**src/rtl/alu_issue_capture.sv**
```systemverilog
// rtl/alu_issue_capture.sv - operand issue register and result capture FIFO around a combinational alu
// Operands are registered into the alu; its result and flags are captured one cycle later.
module alu_issue_capture #(
   parameter int WIDTH = 16,
   parameter int DEPTH = 4
) (
   input  logic                     clk,
   input  logic                     rst_n,
   input  logic                     in_valid,
   output logic                     in_ready,
   input  logic [WIDTH-1:0]         in_x,
   input  logic [WIDTH-1:0]         in_y,
   output logic [WIDTH-1:0]         alu_x,
   output logic [WIDTH-1:0]         alu_y,
   input  logic [WIDTH-1:0]         alu_z,
   input  logic                     alu_sign,
   input  logic                     alu_zero,
   input  logic                     alu_carry,
   input  logic                     alu_parity,
   input  logic                     alu_overflow,
   output logic                     out_valid,
   input  logic                     out_ready,
   output logic [WIDTH-1:0]         out_z,
   output logic [4:0]               out_flags,
   output logic [4:0]               sticky_flags,
   input  logic                     sticky_clr,
   output logic [$clog2(DEPTH):0]   count
);

   localparam int AW = $clog2(DEPTH);
   localparam int CW = AW + 1;
   localparam logic [CW:0] LP_DEPTH = (CW + 1)'(DEPTH);

   logic [WIDTH-1:0] r_alu_x;
   logic [WIDTH-1:0] r_alu_y;
   logic             r_pending;
   logic [AW-1:0]    r_wptr;
   logic [AW-1:0]    r_rptr;
   logic [CW-1:0]    r_count;
   logic [4:0]       r_sticky;
   logic [WIDTH-1:0] r_mem_z [DEPTH];
   logic [4:0]       r_mem_f [DEPTH];

   logic [4:0]       w_flags;
   logic [CW:0]      w_occupancy;
   logic             w_accept;
   logic             w_push;
   logic             w_pop;
   logic             w_out_valid;

   assign w_flags     = {alu_overflow, alu_parity, alu_carry, alu_zero, alu_sign};
   // The pending capture counts against capacity so a push can never overflow.
   assign w_occupancy = {1'b0, r_count} + (CW + 1)'(r_pending);
   assign in_ready    = (w_occupancy < LP_DEPTH);
   assign w_accept    = in_valid && in_ready;
   assign w_push      = r_pending;
   assign w_out_valid = (r_count != '0);
   assign w_pop       = w_out_valid && out_ready;

   always_ff @(posedge clk or negedge rst_n) begin
      if (!rst_n) begin
         r_alu_x   <= '0;
         r_alu_y   <= '0;
         r_pending <= 1'b0;
         r_wptr    <= '0;
         r_rptr    <= '0;
         r_count   <= '0;
         r_sticky  <= '0;
      end else begin
         r_pending <= w_accept;
         if (w_accept) begin
            r_alu_x <= in_x;
            r_alu_y <= in_y;
         end
         if (w_push) begin
            r_wptr <= r_wptr + AW'(1);
         end
         if (w_pop) begin
            r_rptr <= r_rptr + AW'(1);
         end
         if (w_push && !w_pop) begin
            r_count <= r_count + CW'(1);
         end else if (w_pop && !w_push) begin
            r_count <= r_count - CW'(1);
         end
         // A clear drops history but keeps whatever is captured on the same edge.
         if (sticky_clr) begin
            r_sticky <= w_push ? w_flags : 5'b0;
         end else if (w_push) begin
            r_sticky <= r_sticky | w_flags;
         end
      end
   end

   always_ff @(posedge clk) begin
      if (w_push) begin
         r_mem_z[r_wptr] <= alu_z;
         r_mem_f[r_wptr] <= w_flags;
      end
   end

   assign alu_x        = r_alu_x;
   assign alu_y        = r_alu_y;
   assign out_valid    = w_out_valid;
   assign out_z        = w_out_valid ? r_mem_z[r_rptr] : '0;
   assign out_flags    = w_out_valid ? r_mem_f[r_rptr] : 5'b0;
   assign sticky_flags = r_sticky;
   assign count        = r_count;

endmodule

```
**config.mk**
```make
export PLATFORM = sky130hd
export DESIGN_NAME = alu_issue_capture
export DESIGN_NICKNAME = d
export VERILOG_FILES = /design/src/rtl/alu_issue_capture.sv
export SDC_FILE = /design/constraint.sdc
export NUM_CORES = 1
export LEC_CHECK = 0
export CAP_MARGIN = 0
export CORE_MARGIN = 4
export CORE_UTILIZATION = 45
export CTS_CLUSTER_SIZE = 28
export DETAILED_ROUTE_END_ITERATION = 16
export GPL_TIMING_DRIVEN = 1
export PLACE_DENSITY = 0.79
export SYNTH_ARGS = -nofsm -noshare
export SYNTH_HDL_FRONTEND = slang
export SYNTH_SLANG_ARGS = --single-unit
```
**constraint.sdc**
```tcl
create_clock -name clk -period 2.05 [get_ports clk]
set_input_delay 0.41 -clock clk [delete_from_list [all_inputs] [get_ports clk]]
set_output_delay 0.41 -clock clk [all_outputs]
set_load 0.02 [all_outputs]
```
## Word level (Yosys, flattened, before mapping)

Memory sizes are Yosys's and may differ from the RTL's.
Index checks and enable logic that the tools add are counted.

| word-level totals | value |
|---|---|
| register bits after elaboration | 45 |
| memory bits (writable) | 84 |
| bits of input ports | 58 |
| memories | 2 |

Memories:

| name | depth | bits a word | rd ports | clocked after memory_dff | wr ports | RTL line | RTL |
|---|---|---|---|---|---|---|---|
| r_mem_z | 4 | 16 | 1 | 0 | 1 | 41 | `logic [WIDTH-1:0] r_mem_z [DEPTH];` |
| r_mem_f | 4 | 5 | 1 | 0 | 1 | 42 | `logic [4:0] r_mem_f [DEPTH];` |

| operators by class | value |
|---|---|
| $add $sub $neg | 5 |
| magnitude comparators | 1 |
| mux-type cells | 9 |
| bitwise gates (word level) | 1 |
| reduce and logical (&&, ||, !) cells | 9 |

Operators with widths:

| operator | number |
|---|---|
| 5-bit 2-to-1 mux | 4 |
| 16-bit 2-to-1 mux | 1 |
| 3-bit 2-to-1 mux | 2 |
| 5-bit OR | 1 |
| 2-bit by 1-bit adder with 2-bit output (second input constant) | 2 |
| 3-bit by 1-bit adder with 4-bit output | 1 |
| 1-bit logical AND | 4 |
| 4-bit by 3-bit < comparator with 1-bit output (second input constant) | 1 |
| 2-bit nonzero test | 2 |
| 3-bit by 1-bit adder with 3-bit output (second input constant) | 1 |
| 3-bit nonzero test | 1 |
| 3-bit by 1-bit subtractor with 3-bit output (second input constant) | 1 |
| 1-bit logical NOT | 2 |
| 1-bit 2-to-1 mux | 2 |

## Logic depth before layout (Yosys ltp)

| depth | value |
|---|---|
| word-level depth | 5 |
| depth in mapped cells | 8 |

## Worst setup path after synthesis

Ideal clock, no wire load.

| timing | value |
|---|---|
| path kind | register to register |
| from | reg r_count[1], in the netlist count[1] |
| to | reg r_count[2], in the netlist count[2] |
| arrival time | 2,046 ps |
| required time | 1,970 ps |
| path slack | -76 ps |
| stages on the path, launching flop included | 9 |
| path buffers | 0 |
| period minus slack after synthesis | 2,126 ps |
| cell sequence | dfrtp_1 > or3_1 > nand2_1 > ha_1 > inv_1 > fa_1 > xor2_1 > nor2_1 > xor2_1 |

| on the way | value |
|---|---|
| longest elaborated chain between the ends | 5 |
| elaborated cells between the ends (all ways) | 10 |
| those cells by class | add/sub: 2; mux: 2; reduce/logical: 6 |

Ends and longest elaborated chain:

| item | RTL line | RTL |
|---|---|---|
| from (decl) | 39 | `logic [CW-1:0] r_count;` |
| from (signal assigned) | 82 | `r_count <= r_count + CW'(1);` |
| from (signal assigned) | 84 | `r_count <= r_count - CW'(1);` |
| branches (longest 5 deep; another with 3-bit by 1-bit subtractor with 3-bit output) | - |  |

Parallel ways; which one is timed is not known. The select of a mux whose other input is x is not followed.
A chain may end at the register's enable or synchronous reset.

## Worst setup path in the final report

| timing | value |
|---|---|
| from | reg r_rptr[0] |
| to | out out_flags[0] |

| on the way | value |
|---|---|
| longest elaborated chain between the ends | 2 |

Ends and longest elaborated chain:

| item | RTL line | RTL |
|---|---|---|
| from (decl) | 38 | `logic [AW-1:0] r_rptr;` |
| from (signal assigned) | 79 | `r_rptr <= r_rptr + AW'(1);` |
| memory 4 x 5 bit | - |  |
| 5-bit 2-to-1 mux | 106 | `assign out_flags = w_out_valid ? r_mem_f[r_rptr] : 5'b0;` |
| to (decl) | 24 | `output logic [4:0] out_flags,` |

Every way passes these cells.

==> key figures <==
Global route
  – First-pass GRT wire length: 16.5 mm
  – Initial antenna violation count: 1
  – Number of global-route vias before repair: 3078
  – Gr usage total: 17.1%
  – Total global routing overflow: 0
  – Largest net degree at the start of global routing: 30

Layout
  – Layout cells sized above 1: 38.6%
  – Most frequent cells in the layout: 93 x clkdlybuf4s50_1, 84 x edfxtp_1, 43 x dfrtp_1
  – Non-Filler Instances: 565
  – Most common cell after layout, fill and taps aside: clkdlybuf4s50_1
  – Area Overhead vs Synth: 45.0%
  – Layout Nets: 476
  – Layout fillers: 714
  – Final Core Density: 67.0%
  – ANT cells: 0

Route
  – Remaining DRCs: 0
  – Routed len/inst: 18.9 µm
  – Antenna Nets Post-Route: 0
  – DR vias: 2829
  – Final wirelength: 10.7 mm
  – First-pass detailed-route iteration total: 4
  – Vias per cell: 5.01
  – Initial DRC count: 126

Logic synthesis
  – Flops & latches, synth: 129
  – Syn nets: 322
  – Largest family of logic cells by synthesized area: multiplexers
  – Synth area leaders: edfxtp_1 50%, dfrtp_1 22%, mux4_2 8.1%
  – Synth Area in Simple Gates: 4.05%
  – Post-synthesis mux area share: 17.0%
  – Synth area leader: edfxtp_1
  – Synth Area in Compound Gates: 1.02%
  – Seq/Total Area, Yosys: 72.5%
  – Cells after synthesis: 258
  – Yosys warnings: 0
  – Avg Cell Area, Syn: 19.5 µm²
  – Xor and xnor area share after synthesis: 1.04%
  – Netlist Area Pre-Place: 5030 µm²
  – Adder-Cell Fraction of Synth Area: 1.64%
  – Yosys top cell area share: 50.1%
  – Synth unique cells: 22

Floorplan
  – Die area: 12900 µm²
  – Std-Cell Rows: 38
  – Initial Util: 46.2%
  – I/O pin total: 121
  – Die Y: 114 µm
  – CORE AREA: 10900 µm²
  – Horiz. Die Dim: 114 µm

Power and ir drop
  – Clock share of power: 25.1%
  – Gate power share: 43.6%
  – Peak supply drop: 0.00106 V
  – Sw frac: 31.5%
  – Int Power: 8.38 mW
  – LEAKAGE: 2.77 nW
  – Sequential power share: 31.3%
  – P per Cell Area: 1670 nW/µm²
  – Psw: 3.85 mW

Timing
  – Worst slew pin tran: 537 ps
  – FMAX: 422 MHz
  – Setup TNS: -6120 ps
  – Number of setup violations in the final report: 21
  – Slew headroom: 64.2%
  – Period utilization: 116%
  – Final Slew Violations: 0
  – Fin worst setup slack: -320 ps
  – Final Skew: 5.67 ps
  – Final min period: 2370 ps
  – Fin. Hold Viols: 0
  – RSZ-0062 raised after global routing: yes

Placement
  – PortBufs: 120
  – Cells after DPL: 526
  – DPL Wire Length: 6.57 mm
  – Dpl ws: -218 ps
  – Placer Congestion: 0.693

Clock network
  – TritonCTS buffer count: 17
  – Clock sinks: 129
  – Worst skew pair latency: 510 ps
  – CTS clk-pin slew, worst paths: 60 ps
  – CTS HTree Levels: 4
  – Clock Path Buffers: 2
  – TritonCTS clock tree: yes
  – Clock Tree Root: clkbuf_8

Critical path
  – Worst path required time: 1640 ps
  – CP Class: reg2out
  – Crit-path slowest cell: mux4_2
  – Largest fanout on the critical path: 5
  – CP Cell Sequence: buf_6 > buf_12 > mux4_2 > and2_4 > buf_6
  – CP Launch Type: flop
  – Crit path top cell by count: buf_6
  – Max incr delay on CP: 510 ps
  – Setup crit end kind: output port
  – Worst EP arrival: 1960 ps

Status
  – Failing checks: setup timing
  – Outcome: complete, but fails checks

Min path
  – Worst Hold Class: in2async

Run
  – Max Cap Viol: 0
-- final timing paths --
| check | slack (ps) | cells past startpoint | end | start |
|---|---|---|---|---|
| setup / recovery | -320 | 5 | out_flags[0] | r_rptr[0] |
| hold / removal | 420 | 2 | alu_x[4] | rst_n |
| setup reg to reg | 50 | 8 | count[2] | count[1] |
| hold reg to reg | 500 | 1 | alu_x[6] | alu_x[6] |
| max in group asynchronous | 1020 | 3 | alu_y[6] | rst_n |
| min in group clk | 500 | 1 | alu_x[6] | alu_x[6] |
-- cells by family after synthesis --
kind of cell,count (synthesis)
adders and majority gates,6
xor gates and xnor gates,6
buffers and inverters,20
muxes,54
AOI/OAI and AO/OA,7
DFF,129
and+or+nand+nor,36
-- power by group through the flow --
| stage | Combinational, mW | Sequential, mW | Clock (mW) |
|---|---|---|---|
| CTS | 5.36 | 3.81 | 3.15 |
| global placement | 4.69 | 3.78 | 0 |
| detailed placement | 4.74 | 3.83 | 0 |
| global route | 5.68 | 3.90 | 3.26 |
| finish | 5.33 | 3.82 | 3.07 |
| floorplan | 2.19 | 4.30 | 0 |
-- synthesized netlist by cell type, drive strengths merged --
master and instances:
nor2 1, or3 1, o21ai 6, xor2 3, dfrtp 45, fa 1, xnor2 3, inv 9
clkbuf 3, ha 5, mux2 33, nand2 8, nand3 1, a31oi 1, mux4 21, buf 8
edfxtp 84, and2 25
-- cell type report --
| class | instances | area (µm²) | share of cell area [%] |
|---|---|---|---|
| clock buffers | 19 | 442 | 6.05 |
| clock inverters | 13 | 174 | 2.38 |
| inverters | 9 | 33.8 | 0.463 |
| multi-input cells | 112 | 1350 | 18.5 |
| flip-flops and latches | 129 | 3650 | 50.0 |
| well taps | 140 | 175 | 2.40 |
| repair buffers | 143 | 1480 | 20.2 |
-- worst max-delay path: cells and delay by family (launching register included) --
family	cells	cell delay, ps
DFF	1	390
and+or+nand+nor	1	160
muxes	1	510
buffers and inverters	3	400
-- registers in the layout (all words and copies together) (netlist names) --
signal / cells
alu_x: 16
sticky_flags: 5
r_mem_z: 64
r_mem_f: 20
r_rptr: 2
r_wptr: 2
count: 3
alu_y: 16
r_pending: 1
-- metal layers --
metal / part of all wire, % / vias up / global-route usage [%] / wire (µm)
met5: 0.12 / - / 0 / 13
met4: 1.2 / 2 / 5.23 / 130
met3: 9.8 / 15 / 8.59 / 1040
met2: 49 / 123 / 27.5 / 5190
met1: 40 / 1402 / 20.4 / 4300
li1: - / 1287 / - / -
-- stage by stage --
| step | area (µm²) | power, mW | hold WS (ps) |
|---|---|---|---|
| after floorplan | 5040 | 6.49 | 114 |
| after global placement | 6490 | 8.47 | 405 |
| after detailed placement | 6490 | 8.57 | 418 |
| after CTS | 7270 | 12.3 | 391 |
| after global routing | 7300 | 12.8 | 450 |
| final | 7300 | 12.2 | 424 |
-- repair_timing --
action / in CTS / in global routing
hold buffers: 1 / 0
pin swaps: 20 / 12
setup endpoints to repair: 28 / 23
endpoints found under the hold margin: 20 / 0
buffers inserted: 2 / 0
gates resized for setup: 174 / 5
gates cloned: 3 / 1
No activity file was read; power rests on OpenSTA's default activity.
